File: src/rtl/reg_scoreboard_pkg.sv
// reg_scoreboard_pkg: shared scoreboard types (default register address/ID widths, sequencer state).
package reg_scoreboard_pkg;
  localparam int SB_NUM_REGS = 32;
  localparam int SB_ID_W = 3;
  typedef logic [$clog2(SB_NUM_REGS)-1:0] reg_addr_t;
  typedef logic [SB_ID_W-1:0] sb_id_t;
  typedef enum logic {SB_CLEAR, SB_READY} sb_state_t;
endpackage

File: src/rtl/reg_scoreboard_clear_seq.sv
// scoreboard_clear_seq: sweeps clr_idx over all entries after rst/flush; init_done high only in READY.
module scoreboard_clear_seq
  import reg_scoreboard_pkg::*;
#(
  parameter int NUM_REGS = 32,
  localparam int AW = $clog2(NUM_REGS)
) (
  input  logic          clk,
  input  logic          rst,
  input  logic          flush,
  output logic [AW-1:0] clr_idx,
  output logic          init_done
);
  sb_state_t state_q;
  logic [AW-1:0] idx_q;
  always_ff @(posedge clk) begin
    if (rst || flush) begin
      state_q <= SB_CLEAR;
      idx_q <= '0;
    end else if (state_q == SB_CLEAR) begin
      idx_q <= idx_q + 1'b1;
      if (idx_q == AW'(NUM_REGS - 1)) state_q <= SB_READY;
    end
  end
  assign clr_idx = idx_q;
  assign init_done = state_q == SB_READY;
endmodule

File: src/rtl/reg_scoreboard.sv
// reg_scoreboard: per-register in-use bit and newest producer ID with multi-port lookup/retire.
module reg_scoreboard
  import reg_scoreboard_pkg::*;
#(
  parameter int NUM_REGS = 32,
  parameter int ID_W = 3,
  parameter int NUM_RS = 2,
  parameter int NUM_RETIRE = 2,
  parameter int ZERO_REG_HARDWIRED = 1,
  localparam int AW = $clog2(NUM_REGS)
) (
  input  logic                       clk,
  input  logic                       rst,
  input  logic                       flush,
  input  logic                       issue_valid,
  input  logic [AW-1:0]              issue_rd,
  input  logic [ID_W-1:0]            issue_id,
  input  logic [NUM_RETIRE-1:0]      retire_valid,
  input  logic [NUM_RETIRE*AW-1:0]   retire_rd,
  input  logic [NUM_RETIRE*ID_W-1:0] retire_id,
  input  logic [NUM_RS*AW-1:0]       rs_addr,
  output logic [NUM_RS-1:0]          rs_inuse,
  output logic [NUM_RS*ID_W-1:0]     rs_id,
  output logic                       any_inuse,
  output logic                       init_done
);
  logic [NUM_REGS-1:0] inuse_q, iss_hit, ret_hit;
  logic [ID_W-1:0] owner_q [NUM_REGS];
  logic [AW-1:0] clr_idx;
  logic ready;
  scoreboard_clear_seq #(.NUM_REGS(NUM_REGS)) u_seq (
    .clk(clk), .rst(rst), .flush(flush), .clr_idx(clr_idx), .init_done(ready)
  );
  assign init_done = ready;
  always_comb begin
    iss_hit = '0;
    ret_hit = '0;
    for (int r = 0; r < NUM_REGS; r++) begin
      iss_hit[r] = issue_valid && issue_rd == AW'(r) && !(ZERO_REG_HARDWIRED != 0 && r == 0);
      for (int p = 0; p < NUM_RETIRE; p++)
        ret_hit[r] = ret_hit[r] || (retire_valid[p] && retire_rd[p*AW +: AW] == AW'(r)
                     && owner_q[r] == retire_id[p*ID_W +: ID_W]);
    end
  end
  // Issue takes priority over a same-cycle matching retire to the same entry.
  always_ff @(posedge clk) begin
    if (!ready) begin
      inuse_q[clr_idx] <= 1'b0;
      owner_q[clr_idx] <= '0;
    end else begin
      for (int r = 0; r < NUM_REGS; r++)
        if (iss_hit[r]) begin
          inuse_q[r] <= 1'b1;
          owner_q[r] <= issue_id;
        end else if (ret_hit[r]) inuse_q[r] <= 1'b0;
    end
  end
  for (genvar i = 0; i < NUM_RS; i++) begin : g_rs
    logic [AW-1:0] a;
    logic z;
    assign a = rs_addr[i*AW +: AW];
    assign z = ZERO_REG_HARDWIRED != 0 && a == '0;
    assign rs_inuse[i] = !ready || (inuse_q[a] && !z);
    assign rs_id[i*ID_W +: ID_W] = (ready && !z) ? owner_q[a] : '0;
  end
  assign any_inuse = !ready || |inuse_q;
endmodule

File: config.mk
export PLATFORM = sky130hd
export DESIGN_NAME = reg_scoreboard
export DESIGN_NICKNAME = d
export VERILOG_FILES = /design/src/rtl/reg_scoreboard_pkg.sv /design/src/rtl/reg_scoreboard_clear_seq.sv /design/src/rtl/reg_scoreboard.sv
export SDC_FILE = /design/constraint.sdc
export NUM_CORES = 1
export LEC_CHECK = 0
export CAP_MARGIN = 10
export CORE_MARGIN = 8
export CORE_UTILIZATION = 42
export DETAILED_ROUTE_END_ITERATION = 16
export HOLD_SLACK_MARGIN = 0.06
export PLACE_DENSITY = 0.7
export SYNTH_ARGS = -nofsm -noshare
export SYNTH_HDL_FRONTEND = slang
export SYNTH_HIERARCHICAL = 1
export SYNTH_SLANG_ARGS = --single-unit
File: constraint.sdc
create_clock -name clk -period 5.9 [get_ports clk]
set_input_delay 1.77 -clock clk [delete_from_list [all_inputs] [get_ports clk]]
set_output_delay 1.77 -clock clk [all_outputs]
set_load 0.05 [all_outputs]
After elaboration in Yosys (flattened, before gate mapping)
Memories as Yosys holds them, arrays and structs flattened.
Index checks and enable logic that the tools add are counted.
{"block": "word_totals", "regBits": 38, "inputBits": 40, "ram_bits": 96, "mem_count": 1, "out_inout_bits": 10, "word_cells": 732}
{"memory": "owner_q", "words": 32, "word_bits": 3, "read_ports": 34, "rd_clocked_by_memory_dff": 0, "wr": 1, "line_no": "reg_scoreboard.sv:28", "text": "logic [ID_W-1:0] owner_q [NUM_REGS];"}
{"block": "op_classes", "mux": 261, "bitwise_logic": 2, "add_sub_neg": 1, "magnitude_cmp": 4, "reduce_logical": 239, "eq_ne": 190}
{"operator": "== test 5 bit (second input constant)", "n": 49}
{"operator": "two-way mux 1 bit", "n": 193}
{"operator": "== test 3 bit", "n": 64}
{"operator": "logical AND 1 bit", "n": 164}
{"operator": "two-way mux 5 bit", "n": 31}
{"operator": "== test 5 x 4 -> 1 bit (second input constant)", "n": 24}
{"operator": "two-way mux 3 bit", "n": 33}
{"operator": "inequality test 3 bit (second input constant)", "n": 31}
{"operator": "OR reduction 3 bit", "n": 31}
{"operator": "== test 5 x 3 -> 1 bit (second input constant)", "n": 12}
{"operator": "logical OR 1 bit", "n": 36}
{"operator": "AND 32 bit", "n": 1}
{"operator": "two-way mux 32 bit", "n": 1}
{"operator": "NOT 32 bit", "n": 1}
{"operator": "OR reduction 32 bit", "n": 1}
{"operator": "== test 5 x 2 -> 1 bit (second input constant)", "n": 6}
{"operator": "zero test 5 bit", "n": 4}
{"operator": "< comparator 5 x 6 -> 1 bit (second input constant)", "n": 3}
{"operator": "== test 5 x 1 -> 1 bit (second input constant)", "n": 3}
{"operator": "binary-select mux 1 bit (select 5 bit)", "n": 2}
{"operator": "adder 5 x 1 -> 5 bit (second input constant)", "n": 1}
{"operator": "demux 1 bit (select 5 bit)", "n": 1}
{"operator": "greater-or-equal comparator 5 x 1 -> 1 bit (second input constant)", "n": 1}
{"operator": "zero test 1 bit", "n": 3}
{"operator": "inequality test 2 bit (second input constant)", "n": 1}

Depth between registers and ports, before layout
Gate-level depths: netlist (run 1).
{"block": "depth", "word_depth": 37, "mapped_depth": 8, "mapped_depth_nobuf": 5}

Modules after synthesis
The synthesis (run 1) kept the hierarchy.
{"module": "reg_scoreboard", "area_each_um2": 10757.8, "instances": 1, "cells_per_inst": 1088, "seq_area_each_um2": 3753.6}
{"module": "scoreboard_clear_seq", "area_each_um2": 276.5, "instances": 1, "cells_per_inst": 26, "seq_area_each_um2": 120.1}

Worst setup path before layout (run 1)
No wires, ideal clock.
{"block": "synth_path", "kind": "input to output", "from": "input rs_addr[1]", "to": "output rs_inuse[0]", "path_slack_ns": 0.276, "required_time_ns": 4.130, "stages": 6, "arrival_time_ns": 3.854, "n_path_buf": 3, "cell_sequence": "buf_2 -> buf_2 -> buf_2 -> mux4_2 -> mux2i_1 -> o311ai_1"}
{"block": "synth_between", "elab_chain_len": 4, "word_cells_on_any_way": 6, "cone_classes": "mux: 2; reduce/logical: 4"}
{"element": "from (decl)", "line_no": "reg_scoreboard.sv:21", "text": "input logic [NUM_RS*AW-1:0] rs_addr,"}
{"element": "binary-select mux 1 bit (select 5 bit) or zero test 5 bit (tied branches)", "line_no": "reg_scoreboard.sv:63, reg_scoreboard.sv:62"}
{"element": "two-way mux 1 bit (not written as such) or zero test 1 bit (tied branches)", "line_no": "reg_scoreboard.sv:63", "text": "assign rs_inuse[i] = !ready || (inuse_q[a] && !z);"}
{"element": "logical AND 1 bit (*)", "line_no": "reg_scoreboard.sv:63"}
{"element": "logical OR 1 bit (*)", "line_no": "reg_scoreboard.sv:63"}
{"element": "to (decl)", "line_no": "reg_scoreboard.sv:22", "text": "output logic [NUM_RS-1:0] rs_inuse,"}
Every way passes the cells marked *; elsewhere a longest branch is shown, timed or not. The select of a mux whose other input is x is not followed.

Worst setup path in the final report (run 1)
{"block": "layout_path", "from": "input rs_addr[2]", "to": "output rs_id[1]"}
{"block": "layout_between", "elab_chain_len": 4, "word_cells_on_any_way": 5, "cone_classes": "mux: 1; reduce/logical: 3; memory: 1"}
{"element": "parallel branches: the longest is 3 deep, another holds memory read (32 x 3 bit)"}
{"element": "two-way mux 3 bit (*)", "line_no": "reg_scoreboard.sv:64", "text": "assign rs_id[i*ID_W +: ID_W] = (ready && !z) ? owner_q[a] : '0;"}
{"element": "to (decl)", "line_no": "reg_scoreboard.sv:23", "text": "output logic [NUM_RS*ID_W-1:0] rs_id,"}
Every way passes the cells marked *.

==> results of run 1 <==
stage by stage:
stage	util	area, um^2	instances	worst slack, ps	hold slack (ps)
2_1_floorplan	-	11030	1114	276.0	581.0
3_3_place_gp	0.4564	11830	1435	218.1	647.7
3_5_place_dp	0.4564	11830	1435	250.3	654.2
4_1_cts	0.4826	12500	1467	280.7	668.4
5_1_grt	0.4826	12500	1467	175.4	695.9
6_report	0.4826	12500	1467	283.5	677.0
critical path, stage by stage:
cell	delay, ps
clkdlybuf4s50_1	500
or2_2	360
o311ai_0	450
a2111oi_0	150
buf_4	160
or2_2	290
buf_12	160
power by group:
group	internal (W)	switching, W	leakage, nW	total (W)
combinational	0.000141	0.000213	3.02	0.000354
sequential	0.00103	0.0000359	1.38	0.00107
clock	0.000799	0.000432	0.330	0.00123
layout make-up:
cell class,count,area share
clock inverter,14,0.02001
clock buffer,18,0.03432
timing repair buffer,85,0.06604
multi-input combinational,876,0.5338
tap,335,0.03352
sequential,131,0.3099
inverter,8,0.002401
routing by layer:
layer	vias to the layer above	global-route usage	part of all wire
met5	-	0	0.00028
met4	2	0.1313	0.052
met3	169	0.09314	0.16
met2	869	0.3977	0.42
met1	4786	0.3441	0.37
li1	4190	-	-
registers in the layout, summed over array words and instances (netlist names):
register         count
inuse_q             32
u_seq/clr_idx        5
u_seq/init_done      1
owner_q             93
cells in the final DEF, fill, tap and decap left out, types with 33 or more instances in the layout:
cell / Yosys / final
buf_4: 5 / 34
xnor2_1: 64 / 64
edfxtp_1: 125 / 125
xor2_1: 125 / 125
clkdlybuf4s50_1: 0 / 33
and2_1: 47 / 47
mux2i_1: 43 / 43
nand2_1: 93 / 93
mux4_2: 35 / 35
and3_1: 51 / 51
nor2_1: 47 / 47
o21ai_0: 60 / 60
how the worst max path moves through the flow:
stage	start	to	slack, ps	cells past startpoint
6_report	rs_addr[2]	rs_id[1]	280	7
5_1_grt	rs_addr[2]	rs_id[1]	180	7
4_1_cts	rs_addr[2]	rs_id[1]	280	7
3_5_place_dp	rs_addr[2]	rs_id[1]	250	7
3_3_place_gp	rs_addr[1]	rs_id[1]	220	8
2_1_floorplan	rs_addr[1]	rs_inuse[0]	280	6
cells by family after synthesis:
family / Yosys count / share of synthesized area
flops: 131 / 0.3511
compound gates: 189 / 0.1143
fa+ha+maj: 2 / 0.002267
simple gates: 401 / 0.1983
mux: 95 / 0.1400
xor+xnor: 189 / 0.1500
buf+inv: 107 / 0.04400
==> impl_metrics.toml, run 1 <==
[layout]
n_antenna_cell = 0
final-seq-area_um2 = 3875
layout-drive-gt1-share = 0.1237
multi_input_area_um2 = 6675
syn2layout_area_growth_pct = 13.32
fin_nets = 1161
n_fill_cell = 2347

[routing]
dr.first_iter.drc_count = 1576
drcViolationCount = 0
final_antenna_net_count = 0
totalWireLength_um = 42760
wl_per_cell_um = 29.15
viasPerCell = 6.828
drtPass1Iterations = 6
detailroute.via_count = 10020

[synth]
ys_seq_area_frac = 0.3511
yosysTopAreaCellShare = 0.3402
synthArstFlopShare = 0
ys_seq_elements = 131
netlist_area_um2 = 11030
synth_area_leader_cell = "edfxtp_1"
yosysWarnings = 6
synth_area_per_cell_um2 = 9.905
synth_enable_flop_cells = 125
synth_area_leaders = "edfxtp_1 34%, xor2_1 9.9%, mux4_2 7.1%"
yosysUniqueCellTypes = 64
netlist_instances = 1114
ys_top_cells_by_count = "125 x edfxtp_1, 125 x xor2_1, 93 x nand2_1"
synth.net_count = 1156
dominantRegCellSynth = "edfxtp_1"

[clocking]
root_buffer = "clkbuf_16"
cts_buffers = 17
cts_setup_buffers = 0
cts_resized = 0
clkSinkCount = 131
cts.hold.buffers_added = 0
cts_tree = "yes"
cts_buffer_depth = 2
cts_htree_levels = 4
clkLatencyLatePin_ps = 430
cts.clk_slew.worst_paths_ps = 60

[die]
die_y_um = 178.1
initial_core_util = 0.4259
fp.dieW_um = 178.1
core_area_um2 = 25910
rows = 59
die_area_um2 = 31710
boundaryPins = 50

[global_routing]
grt_pass1_wl_um = 62560
grt-ovfl-total = 0
grt_pass1_vias = 9608
grtUsageTotal = 0.2684
grt_max_degree = 41
antenna_found_initial = 1

[timing]
maxSlewHeadroom = 0.07662
fin_skew_ps = 7.984
tightest_slew_ps = 1382
layout_min_cycle_time_ps = 5616
slew_viol_final = 0
final_hold_viol_count = 0
grt_setup_unrepaired = "no"
setup-violations-final = 0
clock.fmax_ghz = 0.1780
period_share = 0.9519
setup_tns_ps = 0

[power_and_ir_drop]
power_w = 0.002652
power-per-cell-area_nw_per_um2 = 212.1
p_leak_nw = 4.731
ir_drop_mv = 0.1716

[critical_path]
r2r_end = "owner_q[13][2]"
r2r_slack_ps = 2950
critical_path_class = "primary input to output pin"
crit_path_max_fanout = 6
endpoint_kind = "output pin"
arrival_ps = 3850
r2r-start = "u_seq/clr_idx[0]"
start_kind = "primary input"
required_ps = 4130
worstRegToRegCells = 3

[place]
hpwlAfterDp_um = 31520
globalplace.congestion = 0.9867
port_buffers = 49

[outcome]
status = "finished, final reports clean"

[hold_path]
min-delay-start = "inuse_q[17]"
whs_endpoint = "inuse_q[17]"
hold_path_class = "flop to flop"
worstHoldPathCells = 2

[run]
maxCapViolations = 0
Note: power is estimated with default switching activity, not from simulation.
==> run 2: changes to the inputs <==
Settings changed: CTS_CLUSTER_DIAMETER set to 40, TNS_END_PERCENT set to 50.
==> results of run 2 <==
The final DEF is identical to that of run 1; final timing and power are the same.
==> run 3: changes to the inputs <==
Settings changed: SKIP_CTS_REPAIR_TIMING set to 1.
Clock period 5.9 ns to 6.05 ns, I/O delays scaled along.
==> impl_metrics.toml, run 3 (same netlist as run 1, synthesis figures left out) <==
[global_routing]
grt-ovfl-total = 0
antenna_found_initial = 1
grt_pass1_vias = 9531
grtUsageTotal = 0.2688
grt_pass1_wl_um = 62950
grt_max_degree = 41

[timing]
setup-violations-final = 0
setup_tns_ps = 0
fin_skew_ps = 10.88
tightest_slew_ps = 1155
grt_setup_unrepaired = "no"
clock.fmax_ghz = 0.1756
final_hold_viol_count = 0
period_share = 0.9412
slew_viol_final = 0
maxSlewHeadroom = 0.2302
layout_min_cycle_time_ps = 5695

[clocking]
clkLatencyLatePin_ps = 440
cts_htree_levels = 4
cts.clk_slew.worst_paths_ps = 70
clkSinkCount = 131
cts_buffer_depth = 2
root_buffer = "clkbuf_16"
cts_buffers = 17
cts_tree = "yes"

[critical_path]
crit_buf_inv = 3
start_kind = "primary input"
cp_cell_sequence = "clkdlybuf4s50_1, buf_12, nor2b_1, a221oi_1, a2111oi_0, or2_2, buf_12"
worst_path_most_repeated_cell = "buf_12"
endpoint_kind = "output pin"
slowest_delay_ps = 580
critical_path_class = "primary input to output pin"
worst_path_max_delay_cell = "a2111oi_0"
crit_path_max_fanout = 33
required_ps = 4240
arrival_ps = 3880
cp_top_family = "buffers and inverters"
r2r_slack_ps = 3320

[layout]
n_fill_cell = 2359
fin_nets = 1158
final-seq-area_um2 = 3875
syn2layout_area_growth_pct = 12.39
top_register = "owner_q"
multi_input_area_um2 = 6675
largest_reg_flops = 93
layout-drive-gt1-share = 0.1213
final_util = 0.4786
final_cell_mix = "125 x xor2_1, 125 x edfxtp_1, 93 x nand2_1, 64 x xnor2_1, 60 x o21ai_0"
n_antenna_cell = 0
fin_cells = 1464

[routing]
final_antenna_net_count = 0
detailroute.via_count = 9989
drtPass1Iterations = 6
wl_per_cell_um = 29.22
drcViolationCount = 0
dr.first_iter.drc_count = 1840
totalWireLength_um = 42790
viasPerCell = 6.823

[place]
place_inst = 1431
hpwlAfterDp_um = 31380
port_buffers = 49
globalplace.congestion = 0.9842

[power_and_ir_drop]
power.switching_w = 0.0006740
seqPwrFrac = 0.422
p_leak_nw = 4.681
ir_drop_mv = 0.1958
p_clk_frac = 0.438
pwr-share-comb = 0.140
p_int_w = 0.001792
power-per-cell-area_nw_per_um2 = 198.8
swShare = 0.2733

[hold_path]
hold_path_class = "flop to flop"

[die]
core_area_um2 = 25910
fp.dieW_um = 178.1
boundaryPins = 50
initial_core_util = 0.4259
rows = 59
die_y_um = 178.1
die_area_um2 = 31710

[outcome]
status = "finished, final reports clean"

[run]
maxCapViolations = 0
run 3: layout make-up:
class / instances / area share
clock inverters: 15 / 0.01473
flip-flops and latches: 131 / 0.3124
clock buffers: 17 / 0.03430
repair buffers: 82 / 0.06406
well taps: 335 / 0.03380
multi-input cells: 876 / 0.5382
inverters: 8 / 0.002421
run 3: power by group through the flow:
stage                     clock (W)  sequential, W  combinational (W)
final                       0.00108        0.00104           0.000346
after global placement            0        0.00105           0.000331
after floorplan                   0        0.00104           0.000227
after detailed placement          0        0.00106           0.000334
after CTS                   0.00108        0.00104           0.000336
after global routing        0.00112        0.00104           0.000363
run 3: through the flow:
stage / setup slack, ps / cell area, um^2 / hold slack, ps / power, W
2_1_floorplan: 336.0 / 11030 / 581.0 / 0.001265
3_3_place_gp: 395.9 / 11780 / 650.2 / 0.001385
3_5_place_dp: 398.9 / 11780 / 648.4 / 0.001389
4_1_cts: 393.2 / 12390 / 663.2 / 0.002447
5_1_grt: 172.0 / 12400 / 703.2 / 0.002520
6_report: 355.5 / 12400 / 666.6 / 0.002466
run 3: path summary, 6_finish.rpt:
kind                    end       startpoint  cells after the start
max                rs_id[1]       rs_addr[1]                      7
min             inuse_q[18]      inuse_q[18]                      2
max reg2reg  owner_q[13][0]  u_seq/init_done                      4
min reg2reg     inuse_q[18]      inuse_q[18]                      2
run 3: per-layer routing:
layer | global-route usage | part of all wire
met1 | 0.3632 | 0.37
met2 | 0.3899 | 0.42
met3 | 0.07938 | 0.16
met4 | 0.1226 | 0.046
met5 | 0 | 0.00026
run 3: worst register-to-register path: stages, from the launching register on:
cell and delay [ps]:
dfxtp_2 470, inv_1 160, buf_4 460, nand2b_1 610
o21ai_0 670
